[src/rtl/hd63701_seq_pkg.sv]
// Shared phase codes, vector encodings and step-toggle type for the HD63701 phase sequencer.
package hd63701_seq_pkg;

  localparam logic [5:0] PH_RST       = 6'd0;
  localparam logic [5:0] PH_VECT      = 6'd1;
  localparam logic [5:0] PH_VEC1      = 6'd2;
  localparam logic [5:0] PH_VEC2      = 6'd3;
  localparam logic [5:0] PH_FETCH     = 6'd4;
  localparam logic [5:0] PH_EXEC      = 6'd16;
  localparam logic [5:0] PH_INTR      = 6'd32;
  localparam logic [5:0] PH_INTR_LAST = 6'd39;
  localparam logic [5:0] PH_SLEEP     = 6'd48;
  localparam logic [5:0] PH_HALT      = 6'd63;

  localparam logic [1:0] VS_RST  = 2'd0;
  localparam logic [1:0] VS_NMI  = 2'd1;
  localparam logic [1:0] VS_IRQ  = 2'd2;
  localparam logic [1:0] VS_TRAP = 2'd3;

  typedef enum logic {STEP_ISSUE, STEP_EXEC} step_t;

endpackage

[src/rtl/hd63701_seq_irq.sv]
// NMI latch, interrupt-pending detection and vector priority (TRAP > NMI > IRQ).
module hd63701_seq_irq
  import hd63701_seq_pkg::*;
#(
  parameter bit NMI_EDGE = 1'b1
) (
  input  logic       clk,
  input  logic       rst_n,
  input  logic       nmi,
  input  logic       irq,
  input  logic       imask,
  input  logic       take,
  input  logic       trap_set,
  output logic       pending,
  output logic [1:0] vsel_next
);

  logic nmi_prev;
  logic nmi_latch;
  logic trap_flag;
  logic nmi_set;

  assign nmi_set = NMI_EDGE ? (nmi & ~nmi_prev) : nmi;
  assign pending = nmi_latch | (irq & ~imask);

  always_comb begin
    vsel_next = VS_IRQ;
    if (trap_flag)
      vsel_next = VS_TRAP;
    else if (nmi_latch)
      vsel_next = VS_NMI;
  end

  // A fresh NMI arriving in the same cycle as the vector load must survive the clear.
  always_ff @(posedge clk) begin
    if (!rst_n) begin
      nmi_prev  <= 1'b0;
      nmi_latch <= 1'b0;
      trap_flag <= 1'b0;
    end else begin
      nmi_prev <= nmi;
      if (nmi_set)
        nmi_latch <= 1'b1;
      else if (take && vsel_next == VS_NMI)
        nmi_latch <= 1'b0;
      if (trap_set)
        trap_flag <= 1'b1;
      else if (take)
        trap_flag <= 1'b0;
    end
  end

endmodule

[src/rtl/hd63701_seq.sv]
// HD63701 phase sequencer: two-clock microsteps driving PHASE/OPCODE to the microcode ROM.
// Optional feature macro HD63701_TRAP_EN: EXEC overrun traps through INTR (VSEL=3) instead of halting.
module hd63701_seq
  import hd63701_seq_pkg::*;
#(
  parameter int MAXSTEP  = 10,
  parameter bit NMI_EDGE = 1'b1
) (
  input  logic       CLK,
  input  logic       RST_N,
  input  logic       RDY,
  input  logic [7:0] DIN,
  input  logic       MC_END,
  input  logic       MC_SLP,
  input  logic       NMI,
  input  logic       IRQ,
  input  logic       IMASK,
  output logic [5:0] PHASE,
  output logic [7:0] OPCODE,
  output logic       MC_VALID,
  output logic       FETCH,
  output logic [1:0] VSEL,
  output logic       HALTED
);

  localparam logic [5:0] PH_EXEC_LAST = PH_EXEC + 6'(MAXSTEP - 1);

  step_t      step;
  logic [5:0] next_phase;
  logic       in_exec;
  logic       in_intr;
  logic       advance;
  logic       take;
  logic       trap_set;
  logic       pending;
  logic [1:0] vsel_next;

  assign in_exec = (PHASE >= PH_EXEC) && (PHASE <= PH_EXEC_LAST);
  assign in_intr = (PHASE >= PH_INTR) && (PHASE <= PH_INTR_LAST);
  assign advance = (step == STEP_EXEC) && RDY;
  assign take    = advance && (PHASE == PH_INTR_LAST);

`ifdef HD63701_TRAP_EN
  assign trap_set = advance && (PHASE == PH_EXEC_LAST) && !MC_SLP && !MC_END;
`else
  assign trap_set = 1'b0;
`endif

  hd63701_seq_irq #(.NMI_EDGE(NMI_EDGE)) u_irq (
    .clk       (CLK),
    .rst_n     (RST_N),
    .nmi       (NMI),
    .irq       (IRQ),
    .imask     (IMASK),
    .take      (take),
    .trap_set  (trap_set),
    .pending   (pending),
    .vsel_next (vsel_next)
  );

  // Phase to load at the end of an EXEC cycle; SLP outranks END.
  always_comb begin
    next_phase = PH_HALT;
    if (PHASE == PH_RST)
      next_phase = PH_VECT;
    else if (PHASE == PH_VECT)
      next_phase = PH_VEC1;
    else if (PHASE == PH_VEC1)
      next_phase = PH_VEC2;
    else if (PHASE == PH_VEC2)
      next_phase = PH_FETCH;
    else if (PHASE == PH_FETCH)
      next_phase = PH_EXEC;
    else if (in_exec) begin
      if (MC_SLP)
        next_phase = PH_SLEEP;
      else if (MC_END)
        next_phase = pending ? PH_INTR : PH_FETCH;
      else if (PHASE == PH_EXEC_LAST) begin
`ifdef HD63701_TRAP_EN
        next_phase = PH_INTR;
`else
        next_phase = PH_HALT;
`endif
      end else
        next_phase = PHASE + 6'd1;
    end else if (in_intr)
      next_phase = (PHASE == PH_INTR_LAST) ? PH_VECT : PHASE + 6'd1;
  end

  always_ff @(posedge CLK) begin
    if (!RST_N) begin
      PHASE    <= PH_RST;
      OPCODE   <= 8'h00;
      MC_VALID <= 1'b0;
      FETCH    <= 1'b0;
      VSEL     <= VS_RST;
      HALTED   <= 1'b0;
      step     <= STEP_ISSUE;
    end else if (PHASE == PH_SLEEP) begin
      MC_VALID <= 1'b0;
      step     <= STEP_ISSUE;
      if (pending)
        PHASE <= PH_INTR;
    end else if (PHASE == PH_HALT) begin
      MC_VALID <= 1'b0;
      HALTED   <= 1'b1;
    end else if (step == STEP_ISSUE) begin
      step     <= STEP_EXEC;
      MC_VALID <= 1'b1;
    end else if (advance) begin
      PHASE    <= next_phase;
      step     <= STEP_ISSUE;
      MC_VALID <= 1'b0;
      FETCH    <= (next_phase == PH_FETCH);
      HALTED   <= (next_phase == PH_HALT);
      if (PHASE == PH_FETCH)
        OPCODE <= DIN;
      if (take)
        VSEL <= vsel_next;
    end
  end

endmodule

[config.mk]
export PLATFORM = sky130hd
export DESIGN_NAME = hd63701_seq
export DESIGN_NICKNAME = d
export VERILOG_FILES = /design/src/rtl/hd63701_seq_pkg.sv /design/src/rtl/hd63701_seq_irq.sv /design/src/rtl/hd63701_seq.sv
export SDC_FILE = /design/constraint.sdc
export NUM_CORES = 1
export LEC_CHECK = 0
export BUFFER_PORTS_ARGS = -buffer_cell sky130_fd_sc_hd__buf_4
export CORE_MARGIN = 2
export CORE_UTILIZATION = 40
export CTS_CLUSTER_SIZE = 10
export DETAILED_ROUTE_END_ITERATION = 8
export SYNTH_ARGS = -nofsm -noshare
export SYNTH_HDL_FRONTEND = slang
export SYNTH_HIERARCHICAL = 1
export SYNTH_SLANG_ARGS = --single-unit
[constraint.sdc]
create_clock -name CLK -period 6.3 [get_ports CLK]
set_clock_uncertainty 0.1 [all_clocks]
set_input_delay 0.315 -clock CLK [delete_from_list [all_inputs] [get_ports CLK]]
set_output_delay 0.315 -clock CLK [all_outputs]
set_load 0.05 [all_outputs]
==> impl_metrics.py <==
metrics = {
    "status": {
        "outcome": "finished, final reports clean",
    },
    "grt": {
        "grt_use_total_pct": 17.3,
        "grt_overflow": 0,
        "antenna_found_initial": 0,
        "grt_max_degree": 22,
        "grt_pass1_wl_mm": 5.79,
        "grt_pass1_vias": 1242,
    },
    "worst_setup_path": {
        "cp_slowest_cell": "or4_1",
        "crit_fanout": 12,
        "ff2ff_setup_slack_ns": 3.48,
        "cp_cell_sequence": "inv_1, ha_1, and2_1, nand3_2, nand4_1, or4_1, o31ai_2",
        "crit_arrival_ns": 2.90,
        "critPathCaptureType": "flop",
        "critPathMaxStageDelay_ns": 0.72,
        "worst_setup_path_start_kind": "flop",
        "rr_endpoint": "FETCH$_SDFFE_PN0P_",
        "required_ns": 6.38,
        "worstSetupPathType": "reg2reg",
        "cp_num_buf_inv": 1,
        "regToRegStartpoint": "PHASE[0]$_SDFFE_PN0P_",
        "cp_top_family": "simple AND/OR/NAND/NOR gates",
        "ff2ff_path_depth": 7,
    },
    "sta": {
        "fin_crit_ns": 2.82,
        "drv_slew": 0,
        "layout_setup_ws_ns": 3.48,
        "max_freq_ghz": 0.355,
        "setup_viol": 0,
        "tightest_slew_ns": 0.733,
        "timing.slew.headroom_pct": 51.1,
        "finalCritPeriodShare_pct": 44.7,
        "hold-worst-slack_ns": 0.162,
        "finalHoldViolations": 0,
        "rsz0062_at_grt": "false",
        "setup_tns_ns": 0,
    },
    "floorplanning": {
        "core_mm2": 0.00363,
        "io_pins": 35,
        "dieArea_mm2": 0.00423,
        "dieWidth_um": 65.1,
        "die_h_um": 65.1,
        "rows": 22,
        "start_util_pct": 41.0,
    },
    "clocking": {
        "cts_setup_buffers": 0,
        "clkSinkCount": 23,
        "cts_hold_buf": 0,
        "root_buffer": "clkbuf_8",
        "clk_latency_ns": 0.26,
        "numCtsBuffers": 3,
        "clk_pin_slew_worst_paths_ns": 0.08,
        "h-tree-depth": 1,
        "clockBufferDepth": 2,
        "cts_tree": "done",
        "cts_resized": 0,
    },
    "synth": {
        "yosys_warnings": 6,
        "synth_top_family_by_area": "simple AND/OR/NAND/NOR gates",
        "yosys_most_used_dff": "dfxtp_1",
        "synth_top_area_share_pct": 30.9,
        "async_flop_share_pct": 0,
        "synth_compound_area_share_pct": 18.2,
        "synth_cell_type_count": 49,
        "synth_xor_area_share_pct": 0,
        "synth_area_per_cell_um2": 8.57,
        "yosysTopAreaCell": "dfxtp_1",
        "yosys.area_share.simple_pct": 28.9,
        "seq_area_frac_synth_pct": 30.9,
        "synthesis.nets": 196,
        "synth_adder_area_share_pct": 5.03,
        "netlist_area_mm2": 0.00149,
        "synth_edf_count": 0,
        "synth.area.top_cells": "dfxtp_1 31%, mux2i_1 9.4%, ha_1 5.0%",
        "muxShareOfSynthArea_pct": 9.40,
        "synthCells": 174,
        "ys_ff_latch": 23,
    },
    "drt": {
        "via_count": 1353,
        "antenna_left": 0,
        "drc": 0,
        "drtIter0Drc": 52,
        "first_pass_iters": 4,
        "routed_wl_mm": 3.54,
        "avgViaCountPerCell": 5.43,
        "wl_per_cell_um": 14.2,
    },
    "hold_path": {
        "min_delay_path_depth": 2,
        "whs_endpoint": "u_irq/nmi_prev$_SDFF_PN0_",
        "worstHoldStart": "NMI",
        "hold_path_class": "in2reg",
    },
    "placement": {
        "dp.cells": 245,
        "dp_hpwl_mm": 2.67,
        "gp_congestion": 0.940,
        "post_dp_cell_area_mm2": 0.00172,
        "place_ws_ns": 3.50,
        "port_buffers": 34,
    },
    "cells_and_area": {
        "final_cells": 249,
        "layout_commonest_cell": "buf_4",
        "fin_area_mm2": 0.00177,
        "diodes": 0,
        "fillCellCount": 375,
        "final_cell_mix": "34 x buf_4, 23 x dfxtp_1, 19 x nor2_1",
        "nets": 224,
        "drive_gt1_share_pct": 23.9,
        "syn_to_final_growth_pct": 18.7,
    },
    "job": {
        "drv_cap": 0,
    },
    "pwr": {
        "power_density_mw_per_mm2": 201,
        "peakVddDrop_v": 0.000120,
        "p_leak_nw": 0.782,
    },
}
[per-stage QoR]
step           total power, mW  util (%)
2_1_floorplan            0.241         -
3_3_place_gp             0.267      47.5
3_5_place_dp             0.267      47.5
4_1_cts                  0.358      48.7
5_1_grt                  0.375      48.7
6_report                 0.356      48.7
[sequential cells by signal (all words and copies together) (netlist names)]
register / cells
step: 1
VSEL: 2
u_irq/nmi_prev: 1
MC_VALID: 1
HALTED: 1
u_irq/trap_flag: 1
OPCODE: 8
FETCH: 1
u_irq/nmi_latch: 1
PHASE: 6
[cell families (layout without fill, tap and decap cells)]
logic type | after synthesis | count (layout)
simple gates | 78 | 78
compound gates | 34 | 34
flops | 23 | 23
buf+inv | 18 | 45
mux | 14 | 14
fa+ha+maj | 6 | 6
other cells | 1 | 1
[layer usage]
| layer | part of all wire (%) | track usage, % |
|---|---|---|
| met1 | 45 | 24.3 |
| met2 | 48 | 28.4 |
| met3 | 5.3 | 2.26 |
| met4 | 0.79 | 4.17 |
| met5 | 0 | 0 |
[Yosys cell counts (all sizes together), types with 2 or more instances]
cell,count
nor3b,2
a221oi,2
dfxtp,23
or3,2
buf,10
nor4,3
nor2,19
nand3,5
a21oi,9
o21ai,4
a31oi,3
or2,2
o31ai,2
mux2i,14
nand4b,2
nand2b,3
and2,3
nand4,3
inv,6
a211oi,2
nand2,12
nor2b,8
o21a,2
o32ai,2
nor3,9
a21o,2
a311oi,2
ha,6
and3,2
[power by group]
group          internal, mW  switching (mW)  leakage [nW]  total, mW
clock                0.0441          0.0480        0.0255     0.0921
combinational        0.0402          0.0592         0.568     0.0994
sequential            0.152          0.0130         0.188      0.165
total                 0.236           0.120         0.782      0.356
[how the worst max path moves through the flow]
stage,end,slack [ns],start,cells after the start
6_report,FETCH$_SDFFE_PN0P_,3.48,PHASE[0]$_SDFFE_PN0P_,7
5_1_grt,FETCH$_SDFFE_PN0P_,3.28,PHASE[0]$_SDFFE_PN0P_,7
4_1_cts,FETCH$_SDFFE_PN0P_,3.49,PHASE[0]$_SDFFE_PN0P_,7
3_5_place_dp,FETCH$_SDFFE_PN0P_,3.50,PHASE[0]$_SDFFE_PN0P_,7
3_3_place_gp,FETCH$_SDFFE_PN0P_,3.66,PHASE[0]$_SDFFE_PN0P_,7
2_1_floorplan,FETCH$_SDFFE_PN0P_,3.78,PHASE[0]$_SDFFE_PN0P_,7
[layout make-up]
class	instances	area (um^2)	area share [%]
clock buffer	3	41.3	2.33
clock inverter	1	5.00	0.283
inverter	7	26.3	1.48
multi-input combinational	133	922	52.1
sequential	23	460	26.0
tap	48	60.1	3.39
timing repair buffer	34	255	14.4
Power figures use the tool's default switching activity.
